## src/rtl/lsu_pkg.sv

```systemverilog
// Shared types and constants for the load/store unit: access sizes, error codes,
// FSM states and the store byte-strobe helper.
package lsu_pkg;

  localparam int unsigned D_SLICE_SIZE_DEFAULT = 32'd8192;

  typedef enum logic [1:0] {
    BYTE     = 2'b00,
    HALF     = 2'b01,
    WORD     = 2'b10,
    SIZE_ILL = 2'b11
  } lsu_size_e;

  typedef enum logic [1:0] {
    ERR_OK       = 2'b00,
    ERR_MISALIGN = 2'b01,
    ERR_RANGE    = 2'b10,
    ERR_SIZE     = 2'b11
  } lsu_err_e;

  typedef enum logic [1:0] {
    IDLE  = 2'b00,
    ISSUE = 2'b01,
    WAIT  = 2'b10,
    RESP  = 2'b11
  } lsu_state_e;

  // Byte strobes for a store of the given size at the given byte offset.
  function automatic logic [3:0] store_strobe(input lsu_size_e size, input logic [1:0] offset);
    logic [3:0] strobe;
    case (size)
      BYTE:    strobe = 4'b0001 << offset;
      HALF:    strobe = offset[1] ? 4'b1100 : 4'b0011;
      WORD:    strobe = 4'b1111;
      default: strobe = 4'b0000;
    endcase
    return strobe;
  endfunction

endpackage

```

## src/rtl/lsu_load_align.sv

```systemverilog
// Combinational load lane extraction: picks the addressed byte/half out of the
// fetched SRAM word and sign- or zero-extends it.
module lsu_load_align
  import lsu_pkg::*;
(
  input  logic [31:0] fetch,
  input  logic [1:0]  offset,
  input  lsu_size_e   size,
  input  logic        zero_ext,
  output logic [31:0] data
);

  logic [7:0]  byte_s;
  logic [15:0] half_s;

  // Lane selection and extension.
  always_comb begin
    byte_s = 8'h00;
    half_s = 16'h0000;
    data   = 32'h0000_0000;
    case (offset)
      2'b00:   byte_s = fetch[7:0];
      2'b01:   byte_s = fetch[15:8];
      2'b10:   byte_s = fetch[23:16];
      2'b11:   byte_s = fetch[31:24];
      default: byte_s = 8'h00;
    endcase
    if (offset[1]) begin
      half_s = fetch[31:16];
    end else begin
      half_s = fetch[15:0];
    end
    case (size)
      BYTE:    data = zero_ext ? {24'h00_0000, byte_s} : {{24{byte_s[7]}}, byte_s};
      HALF:    data = zero_ext ? {16'h0000, half_s} : {{16{half_s[15]}}, half_s};
      WORD:    data = fetch;
      default: data = 32'h0000_0000;
    endcase
  end

endmodule

```

## src/rtl/load_store_unit.sv

```systemverilog
// Single-outstanding load/store unit between the core request port and a data
// SRAM window; the SRAM does store lane steering, this block does load extraction.
module load_store_unit
  import lsu_pkg::*;
#(
  parameter int unsigned D_SLICE_SIZE = D_SLICE_SIZE_DEFAULT
) (
  input  logic        clk,
  input  logic        rst,
  input  logic        req_valid,
  output logic        req_ready,
  input  logic        req_we,
  input  logic [1:0]  req_size,
  input  logic        req_unsigned,
  input  logic [31:0] req_addr,
  input  logic [31:0] req_wdata,
  output logic        resp_valid,
  output logic [31:0] resp_rdata,
  output logic [1:0]  resp_err,
  output logic        data_enable,
  output logic        data_read,
  output logic [3:0]  mem_wstrb,
  output logic [31:0] ram_address,
  output logic [31:0] ram_store,
  input  logic [31:0] ram_fetch
);

  localparam logic [31:0] SLICE_LIMIT = 32'(D_SLICE_SIZE);

  lsu_state_e  state_r;
  logic        we_r;
  lsu_size_e   size_r;
  logic        unsigned_r;
  logic [1:0]  offset_r;
  logic        resp_valid_r;
  logic [31:0] resp_rdata_r;
  lsu_err_e    resp_err_r;
  logic        data_enable_r;
  logic        data_read_r;
  logic [3:0]  wstrb_r;
  logic [31:0] ram_address_r;
  logic [31:0] ram_store_r;
  lsu_size_e   req_size_s;
  lsu_err_e    err_s;
  logic        misaligned_s;
  logic [31:0] load_data_s;

  assign req_size_s = lsu_size_e'(req_size);

  // Request error classification: illegal size beats misaligned beats out of range.
  always_comb begin
    err_s        = ERR_OK;
    misaligned_s = ((req_size_s == HALF) && req_addr[0]) ||
                   ((req_size_s == WORD) && (req_addr[1:0] != 2'b00));
    if (req_size_s == SIZE_ILL) begin
      err_s = ERR_SIZE;
    end else if (misaligned_s) begin
      err_s = ERR_MISALIGN;
    end else if (req_addr >= SLICE_LIMIT) begin
      err_s = ERR_RANGE;
    end else begin
      err_s = ERR_OK;
    end
  end

  lsu_load_align u_align (
    .fetch    (ram_fetch),
    .offset   (offset_r),
    .size     (size_r),
    .zero_ext (unsigned_r),
    .data     (load_data_s)
  );

  // Transaction FSM; SRAM and response outputs are registered on each transition.
  always_ff @(posedge clk) begin
    if (rst) begin
      state_r       <= IDLE;
      we_r          <= 1'b0;
      size_r        <= BYTE;
      unsigned_r    <= 1'b0;
      offset_r      <= 2'b00;
      resp_valid_r  <= 1'b0;
      resp_rdata_r  <= 32'h0000_0000;
      resp_err_r    <= ERR_OK;
      data_enable_r <= 1'b0;
      data_read_r   <= 1'b1;
      wstrb_r       <= 4'b0000;
      ram_address_r <= 32'h0000_0000;
      ram_store_r   <= 32'h0000_0000;
    end else begin
      resp_valid_r  <= 1'b0;
      data_enable_r <= 1'b0;
      data_read_r   <= 1'b1;
      wstrb_r       <= 4'b0000;
      ram_address_r <= 32'h0000_0000;
      ram_store_r   <= 32'h0000_0000;
      case (state_r)
        IDLE: begin
          if (req_valid) begin
            we_r         <= req_we;
            size_r       <= req_size_s;
            unsigned_r   <= req_unsigned;
            offset_r     <= req_addr[1:0];
            resp_rdata_r <= 32'h0000_0000;
            resp_err_r   <= err_s;
            if (err_s != ERR_OK) begin
              resp_valid_r <= 1'b1;
              state_r      <= RESP;
            end else begin
              data_enable_r <= 1'b1;
              data_read_r   <= ~req_we;
              wstrb_r       <= req_we ? store_strobe(req_size_s, req_addr[1:0]) : 4'b0000;
              ram_address_r <= req_addr;
              ram_store_r   <= req_wdata;
              state_r       <= ISSUE;
            end
          end else begin
            state_r <= IDLE;
          end
        end
        ISSUE: begin
          if (we_r) begin
            resp_valid_r <= 1'b1;
            state_r      <= RESP;
          end else begin
            state_r <= WAIT;
          end
        end
        WAIT: begin
          resp_rdata_r <= load_data_s;
          resp_valid_r <= 1'b1;
          state_r      <= RESP;
        end
        RESP: begin
          resp_rdata_r <= 32'h0000_0000;
          resp_err_r   <= ERR_OK;
          state_r      <= IDLE;
        end
        default: state_r <= IDLE;
      endcase
    end
  end

  assign req_ready   = (state_r == IDLE) && !rst;
  assign resp_valid  = resp_valid_r;
  assign resp_rdata  = resp_rdata_r;
  assign resp_err    = resp_err_r;
  assign data_enable = data_enable_r;
  assign data_read   = data_read_r;
  assign mem_wstrb   = wstrb_r;
  assign ram_address = ram_address_r;
  assign ram_store   = ram_store_r;

endmodule
```

## config.mk

```make
export PLATFORM = sky130hd
export DESIGN_NAME = load_store_unit
export DESIGN_NICKNAME = d
export VERILOG_FILES = /design/src/rtl/lsu_pkg.sv /design/src/rtl/lsu_load_align.sv /design/src/rtl/load_store_unit.sv
export SDC_FILE = /design/constraint.sdc
export NUM_CORES = 1
export LEC_CHECK = 0
export CAP_MARGIN = 5
export CORE_MARGIN = 2
export CORE_UTILIZATION = 45
export CTS_CLUSTER_DIAMETER = 60
export DETAILED_ROUTE_END_ITERATION = 7
export PLACE_DENSITY = 0.85
export SLEW_MARGIN = 5
export SYNTH_ARGS = -nofsm -noshare
export SYNTH_HDL_FRONTEND = slang
export SYNTH_HIERARCHICAL = 1
export SYNTH_SLANG_ARGS = --single-unit
```

## constraint.sdc

```tcl
create_clock -name clk -period 2.6 [get_ports clk]
set_input_delay 0.65 -clock clk [delete_from_list [all_inputs] [get_ports clk]]
set_output_delay 0.65 -clock clk [all_outputs]
set_load 0.03 [all_outputs]
```

==> summary.md, run 1 <==
The run finished with clean final reports. Across the run, the number of max-cap violations was 0. The multiplexer fraction of the synthesized cell area is 0.07424, and the number of buffer cells added on primary ports is 208.

In the routed design, unresolved DRC markers number 0. The number of enable-type register cells in the synthesized netlist works out to 0. Relative max-transition margin: 0.6093. Number of distinct library cell variants in the gate-level netlist after synthesis: 43. The maximum clock frequency came out at 0.4500 GHz.

Leaving out fill and tap cells, the most frequent cell in the layout is clkdlybuf4s50_1. The final setup TNS is 0 ps. The tools report the count of buffers added by post-CTS timing repair for setup as 0. TritonCTS built the clock tree. The compound-gate portion of the synthesized area was 0.1556. Count of yosys warnings during synthesis: 6. The count of endpoints failing hold in the final timing report is 0, and the count of boundary I/O pins is 209.

In this run, synthesis produced a sequential element count of 113. The min-delay analysis places its worst path in the category reg2reg. For this design the static power due to leakage is 2.909 nW. The run gives 4490 as the via count of the first global-routing pass. In the layout the commonest cells are clkdlybuf4s50_1 (207), dfxtp_1 (113), nand2_1 (63). The placer congestion estimate was 0.8849.

For the DRC marker count from the first detailed-route iteration, the log shows 202. The die covers 0.01144 mm². For this block, the routed nets add up to 14040 µm of wire. Entering global routing, the biggest net connects 47 pins. The largest family of logic cells by synthesized area was simple AND/OR/NAND/NOR gates. The cell area that synthesis handed to floorplanning was 0.004770 mm².

In this run the worst path has a maximum fanout of 5. The H-tree level count was 4; the detailed-route vias per instance was 5.116. The number of gates resized after CTS was 0.

The remaining number of nets flagged by the antenna check after routing came out at 0. By area the synthesized netlist is led by dfxtp_1 (47%), and2_1 (6.2%), nand2_1 (5.0%). The post-synthesis xor/xnor area fraction works out to 0. For this run the aggregate overflow at the end of global routing stands at 0. Critical path class: reg2out. The cell at the root of the clock tree was clkbuf_8.

The clock-pin slew on the worst setup and hold paths was 60 ps; the power consumption was 0.005236 W. For the pin with the worst max-slew slack, the measured transition is 586.1 ps. Averaged over all synthesized cells, the footprint is 9.334 µm².

The share of the clock period used by the worst path after layout works out to 0.8546. Dominant cell type by area after synthesis: dfxtp_1. Setup violations remaining at the end of the flow were counted as 0. The routed layout has 4471 vias. Setup repair after global routing left no endpoint under its margin. The number of hold buffers added after CTS was 0. The run gives 0.4846 mV as the maximum resistive drop on vdd.

The shortest period the worst path allows is 2222 ps. Clock insertion delay at the later pin of the skew report: 500 ps. The logs give 0.4743 for the register area share after synthesis and 1950 ps for the required time of the critical path.

The tools report the CTS sink count as 113. The max-slew violation total from the final report was 0; the share of synthesized cell area in full adder, half adder and majority cells was 0.01049. Dividing total power by cell area gives a power density of 692.9 mW/mm².

The utilization of the core after routing is 0.7319. The number of standard-cell rows in the floorplan was 37. From bottom edge to top edge, the die measures 107.0 µm. The fraction of final layout cells sized beyond drive strength 1 was 0.1274; the net count reported at finish was 832. Wire length of the first global-routing pass: 22250 µm. The detailed placement HPWL was 10370 µm.

The number of antenna diodes in the final layout is 0. The logs give 0 for the initial antenna violation count and 511 for the synthesized instance count. Buffers inserted during clock tree synthesis total 17.

STA puts the critical path data arrival time at 1570 ps. Among all flip-flop cells after synthesis, the most frequent one is dfxtp_1. In this run the horizontal extent of the chip is 107.0 µm. The run gives 0.01032 mm² as the placeable core region. The post-synthesis simple-gate area fraction is 0.2288. Across the routed clock network, the largest skew measured is 7.150 ps. The fraction of registers with async set or reset after synthesis came out at 0. The tools report the type of element capturing the critical path as a primary output. The worst setup path is launched from a register. The average detailed-routed wire length per instance is 16.07 µm, and the starting density of the core is 0.4620. The global-route usage over all layers is 0.2471, and the buffer depth of the longest clock path is 2. The share of the synthesized area in the top cell type is 0.4743. The synthesis-to-finish area growth was 58.42%. The pre-antenna-repair detailed-routing pass consisted of 5 iterations.
routing by layer:
layer / wire, µm / track usage
met5: 0 / 0
met4: 229 / 0.08813
met3: 755 / 0.04438
met2: 7462 / 0.4395
met1: 5595 / 0.2982
flip-flops by register name (all words and copies together) (netlist names):
register,count
ram_address,32
ram_store,32
resp_rdata,32
mem_wstrb,4
offset_r,2
resp_err,2
size_r,2
state_r,2
data_enable,1
data_read,1
resp_valid,1
unsigned_r,1
we_r,1
layout make-up:
type / count / area [µm²]
Fill cell: 762 / 2768
Multi-Input combinational cell: 367 / 2313
Sequential cell: 113 / 2262
Timing Repair Buffer: 222 / 2210
Clock buffer: 17 / 414.1
Clock inverter: 15 / 171.4
Tap cell: 136 / 170.2
Inverter: 4 / 15.01
report_power, final:
part	total (W)	switching, W	leakage, nW	internal (W)
logic	0.00112	0.000623	1.70	0.000500
clock network	0.00227	0.000878	0.286	0.00139
registers	0.00184	0.0000421	0.920	0.00180
critical path, cell delays in order, from the launching register on:
cell	delay (ps)
dfxtp_1	360
inv_1	90
ha_1	260
inv_1	140
nor2_1	60
buf_4	170
through the flow:
stage / setup WS, ps / cell area, µm² / instances / hold WS, ps
after floorplan: 502.6 / 4837 / 529 / 436.7
after CTS: 356.3 / 7556 / 874 / 461.8
final: 378.0 / 7556 / 874 / 462.8
after global routing: 282.1 / 7556 / 874 / 504.0
after global placement: 189.3 / 6970 / 842 / 450.0
after detailed placement: 109.6 / 6970 / 842 / 453.5
cell usage after synthesis (all sizes together) (2+ instances only):
library cell    n
a211oi          2
a21oi          47
a221o           7
a22oi          10
and2           47
buf            20
clkbuf         25
dfxtp         113
ha              4
inv             4
mux2           18
mux2i          14
nand2          63
nand2b          3
nand3           2
nand3b          2
nor2           37
nor2b           4
nor3           38
nor4            5
o211ai         17
o21ai          10
o22ai           7
or2             2
or3             3
cell families after synthesis:
kind of cell | count (synthesis)
adders and majority gates | 4
other | 1
AOI/OAI and AO/OA | 103
DFF | 113
and+or+nand+nor | 209
muxes | 32
buffers and inverters | 49
path summary, 6_finish.rpt:
kind | startpoint | end | slack, ps | cells after the start
worst max register to register | size_r[0] | resp_rdata[29] | 640 | 9
worst max-delay path | state_r[0] | req_ready | 380 | 5
worst min register to register | we_r | we_r | 460 | 2
worst min-delay path | we_r | we_r | 460 | 2
Power figures use the tool's default switching activity.
==> run 2, diff against run 1 <==
Settings changed: CORE_UTILIZATION 45 to 54, CTS_CLUSTER_DIAMETER 60 to not set, DONT_BUFFER_PORTS set to 1, PLACE_DENSITY 0.85 to 0.69.
==> run 2 against run 1 <==
Compared with the run above: flip-flop and latch count did not move; clock power hardly changed; critical endpoint unchanged; combinational power decreased by 37%; first-iteration DRC count shrank 41%; non-clock buffer count is 212 lower; count of clock-buffer cells in the layout unchanged; register-to-register slack worse by 120 ps; design area down 29%; largest cell class unchanged; core utilization fell by 11 points; critical path type unchanged.
==> summary.md, run 2 (synthesized netlist as in run 1, its figures left out) <==
The area growth from synthesis to layout is 13.22%. The average detailed-routed wire length per instance came out at 17.17 µm (+6.8%). The number of buffers created by CTS came out at 17 (unchanged). The die extent in y came out at 97.98 µm (-8.4%). The run gives 2.119 nW (-27%) as the reported leakage power. The post-CTS resize count was 0 (unchanged). The tools report the power spent charging and discharging nets as 0.001451 W (-6.0%). Endpoint of the most critical register-to-register path: resp_rdata[0].

Launch point of the worst reg-to-reg path: size_r[0]. By startpoint and endpoint, the worst setup path is classified as reg2out. The relative contribution of sequential cells to total power was 0.397 (+0.045); the number of max-cap violations was 0 (unchanged). The max-slew violation total from the final report is 0 (unchanged), and the clock-pin slew on the worst setup and hold paths is 60 ps (about the same). Count of endpoints failing hold in the final timing report: 0 (unchanged). The relative max-transition margin was 0.5641 (-0.04519). Switching portion of total power: 0.2949 (about the same). The wire length of the first global-routing pass was 17440 µm (-22%). The depth of the worst register-to-register path works out to 8 (-1).

The number of cells on the worst hold path is 1 (-1). The run gives 0 (unchanged) as the overflow left after global routing. The tools report the H-tree level count as 4 (unchanged). The worst-case register-to-register setup slack was 520 ps (-120 ps); the initial antenna violation count was 0 (unchanged). The fraction of final layout cells sized beyond drive strength 1 was 0.1692 (+0.04183); the pin count of the biggest net entering global routing was 48 (+2.1%).

The detailed placement HPWL was 7755 µm (-25%). The tools report the via count of the first global-routing pass as 3420 (-24%). The data arrival at the endpoint of the critical path came out at 1670 ps (+100 ps).

Placer congestion estimate: 0.8931 (+0.93%). Setup repair after global routing left no endpoint under its margin. The library cell used most frequently in the layout, excluding fill and tap cells, is dfxtp_1. The run gives 0.460 (+0.026) as the portion of total power attributed to the clock network.

For the count of final setup violators, the log shows 0 (unchanged). The measured slew at the worst slew-check pin was 652.5 ps (+66.45 ps); the maximum resistive drop on vdd was 0.5414 mV (+12%). STA classifies the critical path endpoint as a primary output.

The number of remaining DRC errors is 0 (unchanged). The net count reported at finish was 620 (-25%). The remaining number of nets flagged by the antenna check after routing is 0 (unchanged).

The tools report the area of placed instances as 0.004813 mm² (-31%). The library cells used most frequently in the layout, excluding fill and tap cells, are dfxtp_1 (113), nand2_1 (63), a21oi_1 (47), and2_1 (47). The horizontal die dimension is 97.98 µm (-8.4%), and the count of boundary I/O pins is 209 (unchanged).

For the required time of the critical path, the log shows 1950 ps (about the same). For the cts-stage hold buffer count, the log shows 0 (unchanged). The flow ran to the end, and the final reports show no timing, DRC or antenna violations. The logs give 0.5523 (+0.09030) for the starting density of the core and 220.8 ps (-242.0 ps) for the worst hold margin. The maximum clock frequency was 0.4314 GHz (-4.1%); the final wirelength was 10880 µm (-22%).

CTS placed an instance of clkbuf_8 at the clock tree root. The run gives 0 (unchanged) as the number of inserted diodes. TritonCTS built the clock tree. The run gives 14.03 ps (+6.884 ps) as the final worst clock skew. The tools report the element type at the critical path start as a register. The number of buffer cells added on primary ports works out to 0 (-100%).

The final setup TNS came out at 0 ps (unchanged). The run gives 34 (-8.1%) as the number of standard-cell rows in the floorplan. The DRC marker count from the first detailed-route iteration is 119 (-41%). In this run the worst hold path is classified as in2reg.

For the placeable core region, the log shows 0.008636 mm² (-16%). The clock insertion delay at the later pin of the skew report came out at 490 ps (about the same). The count of buffers added by post-CTS timing repair for setup was 0 (unchanged); the power per standard cell area was 911.3 mW/mm² (+32%). The final instance area was 0.005400 mm² (-29%); the maximum fanout encountered on the critical timing path was 5 (unchanged). Shortest period the worst path allows: 2318 ps (+95.80 ps). The die outline area was 0.009600 mm² (-16%). For the global-route usage over all layers, the log shows 0.2249 (-0.02226). The logs give 2 (unchanged) for the buffer depth of the longest clock path and 113 (unchanged) for the CTS sink count. The detailed-router iteration count before antenna repair is 5 (unchanged). Startpoint of the most critical hold path: rst.

The share of the clock period used by the worst path after layout is 0.8915 (+0.03685), and the via count is 3565 (-20%). The tools report the worst-case hold path end point as resp_err[0]. The part of the total power dissipated in combinational logic is 0.142 (-0.073), and the detailed-route vias per instance is 5.623 (+9.9%). Internal power component: 0.003470 W (-6.0%).
==> run 2: cell type report <==
type                    count  area, µm²
inverters                   4      15.01
repair buffers             10      87.58
multi-input cells         367       2313
clock buffers              17      414.1
fillers                   720       3236
well taps                 108      135.1
clock inverters            15      172.7
flip-flops and latches    113       2262
==> run 2: routing by layer <==
metal,vias to the layer above,global-route usage,wire [µm]
met5,-,0,0
met4,0,0.07479,112
met3,12,0.07731,892
met2,150,0.3804,5464
met1,1658,0.2682,4415
li1,1745,-,-
==> run 2: through the flow <==
step           power (W)  worst slack [ps]  instances    util
2_1_floorplan   0.002588             502.6        529       -
3_3_place_gp    0.002670             554.3        602  0.5574
3_5_place_dp    0.002685             507.1        602  0.5574
4_1_cts         0.004969             252.7        634  0.6253
5_1_grt         0.005136             172.6        634  0.6253
6_report        0.004921             282.2        634  0.6253
==> run 2: worst max-delay path: stages (launching register included) <==
cell and delay, ps:
dfxtp_1 330, inv_1 80, ha_1 210, inv_1 100, nor2_1 450
==> run 2: power groups by stage <==
stage          combinational (W)  clock (W)  sequential, W
2_1_floorplan           0.000615          0        0.00197
3_3_place_gp            0.000678          0        0.00199
3_5_place_dp            0.000691          0        0.00199
4_1_cts                 0.000696    0.00232        0.00196
5_1_grt                 0.000783    0.00239        0.00196
6_report                0.000701    0.00227        0.00195
==> run 2: worst max-delay path by stage <==
stage / startpoint / to / slack [ps] / cells after the start
after floorplan: rst / req_ready / 500 / 3
after global placement: ram_fetch[23] / resp_rdata[23] / 550 / 8
after detailed placement: ram_fetch[23] / resp_rdata[18] / 510 / 8
after CTS: state_r[0] / req_ready / 250 / 4
after global routing: state_r[0] / req_ready / 170 / 4
final: state_r[0] / req_ready / 280 / 4
==> run 3, diff against run 2 <==
Settings changed: CTS_BUF_LIST set to sky130_fd_sc_hd__clkbuf_8.
==> run 3 against run 2 <==
Compared with the run above: total power shrank 12%; flip-flop and latch count is the same; count of clock-buffer cells in the layout is the same; combinational power is essentially flat; global-route usage shrank 0.29 points; sequential power is essentially flat; non-clock buffer count is the same; die area is the same; largest power group is now registers.
==> summary.md, run 3 (synthesized netlist as in run 1, its figures left out) <==
Count of final setup violators: 0 (unchanged). The CTS sink count came out at 113 (unchanged). The final setup TNS was 0 ps (unchanged). The tools report the cts-stage hold buffer count as 0 (unchanged). The horizontal die dimension works out to 97.98 µm (unchanged). Element type at the critical path start: a register. The maximum clock frequency was 0.4458 GHz (+3.3%). The max-slew violation total from the final report is 0 (unchanged). The count of boundary I/O pins was 209 (unchanged). The tools report the number of standard-cell rows in the floorplan as 34 (unchanged). The buffer depth of the longest clock path came out at 2 (unchanged). The logs give 0.2220 (-0.002867) for the global-route usage over all layers and 5 (unchanged) for the detailed-router iteration count before antenna repair. The pin count of the biggest net entering global routing is 48 (unchanged).

The number of remaining DRC errors was 0 (unchanged); the remaining number of nets flagged by the antenna check after routing was 0 (unchanged). Compared with the post-synthesis result, the final layout area differs by 9.444%. The power per standard cell area was 829.2 mW/mm² (-9.0%); the data arrival at the endpoint of the critical path was 1590 ps (-80 ps).

For the placeable core region, the log shows 0.008636 mm² (unchanged). Wire length of the first global-routing pass: 17160 µm (-1.6%). The number of buffer cells added on primary ports came out at 0 (unchanged). For the required time of the critical path, the log shows 1950 ps (about the same).

Detailed-route vias per instance: 5.566 (-1.0%). The number of max-cap violations is 0 (unchanged), and the post-placement setup slack is 507.1 ps (unchanged). The run gives 3529 (-1.0%) as the via count.

The utilization of the core after routing is 0.6045 (-0.02086). The run gives 2.037 nW (-3.9%) as the reported leakage power. The tools report the H-tree level count as 4 (unchanged).

The tree is rooted in a clkbuf_8. In the layout the commonest cells are dfxtp_1 (113), nand2_1 (63), a21oi_1 (47), and2_1 (47). The critical path is of the reg2out type. The flow ran to the end, and the final reports show no timing, DRC or antenna violations. The count of buffers added by post-CTS timing repair for setup came out at 0 (unchanged). The footprint of the multi-input gates came out at 0.002313 mm² (unchanged). TritonCTS built the clock tree. The DRC marker count from the first detailed-route iteration was 112 (-5.9%); the via count of the first global-routing pass was 3381 (-1.1%). The run gives 0 (unchanged) as the overflow left after global routing. The area taken by flip-flops and latches is 0.002262 mm² (unchanged).

The initial antenna violation count is 0 (unchanged), and the average detailed-routed wire length per instance is 17.02 µm (-0.87%). The count of endpoints failing hold in the final timing report is 0 (unchanged). The starting density of the core was 0.5523 (unchanged); the relative max-transition margin was 0.5636 (about the same). The type of element capturing the critical path is a primary output.

The clock-pin slew on the worst setup and hold paths was 80 ps (+20 ps). The post-CTS resize count is 0 (unchanged). The tightest min-delay check is of the in2reg type. The net count reported at finish is 620 (unchanged), and the final wirelength is 10790 µm (-0.87%). The shortest period the worst path allows is 2243 ps (-74.74 ps), and the number of inserted diodes is 0 (unchanged). Leaving out fill and tap cells, the most frequent cell in the layout is dfxtp_1.

The detailed placement HPWL is 7755 µm (unchanged). The run gives 746 (+3.6%) as the number of fill cells in the layout. The fraction of final layout cells sized beyond drive strength 1 works out to 0.1692 (unchanged).

The maximum fanout encountered on the critical timing path is 5 (unchanged). The die extent in y works out to 97.98 µm (unchanged). Maximum resistive drop on vdd: 0.4438 mV (-18%). The run gives 14.47 ps (+0.4385 ps) as the final worst clock skew. The clock insertion delay at the later pin of the skew report is 420 ps (-70 ps). For the die outline area, the log shows 0.009600 mm² (unchanged). The placer congestion estimate is 0.8931 (unchanged), and the number of buffers created by CTS is 17 (unchanged). The measured slew at the worst slew-check pin is 653.3 ps (+0.7935 ps), and the share of the clock period used by the worst path after layout is 0.8627 (-0.02875).

Smallest setup slack after layout: 356.9 ps (+74.74 ps). Setup repair after global routing left no endpoint under its margin.
==> run 3: stage by stage <==
step	total power [W]	hold slack (ps)	area, µm²	cells
6_report	0.004329	297.3	5220	634
5_1_grt	0.004540	259.7	5220	634
4_1_cts	0.004369	267.7	5220	634
3_5_place_dp	0.002685	452.4	4813	602
3_3_place_gp	0.002670	449.7	4813	602
2_1_floorplan	0.002588	436.7	4837	529
==> run 3: worst max-delay path, stage by stage (launching register included) <==
cell	delay [ps]
dfxtp_1	330
inv_1	80
ha_1	210
inv_1	100
nor2_1	450
==> run 3: final timing paths <==
| check | from | end | slack (ps) | cells past startpoint |
|---|---|---|---|---|
| worst min-delay path | rst | resp_rdata[25] | 300 | 1 |
| worst max-delay path | state_r[0] | req_ready | 360 | 4 |
| worst max register to register | size_r[0] | resp_rdata[0] | 520 | 8 |
| worst min register to register | we_r | we_r | 460 | 2 |
==> run 3: report_power, final <==
group	total (W)	internal [W]	switching (W)
clock network	0.00168	0.000884	0.000795
registers	0.00195	0.00180	0.000154
logic	0.000698	0.000274	0.000424
total	0.00433	0.00296	0.00137
==> run 3: cell type report <==
class                           count  share of cell area
Multi-Input combinational cell    367              0.4432
Sequential cell                   113              0.4334
Clock buffer                       17             0.04482
Clock inverter                     15             0.03308
Tap cell                          108             0.02589
Timing Repair Buffer               10             0.01678
Inverter                            4            0.002876
==> run 3: metal layers <==
| metal | global-route usage | vias to the layer above | share of wire |
|---|---|---|---|
| li1 | - | 1743 | - |
| met1 | 0.2645 | 1631 | 0.41 |
| met2 | 0.3704 | 144 | 0.50 |
| met3 | 0.07946 | 11 | 0.084 |
| met4 | 0.08013 | 0 | 0.012 |
| met5 | 0 | - | 0 |
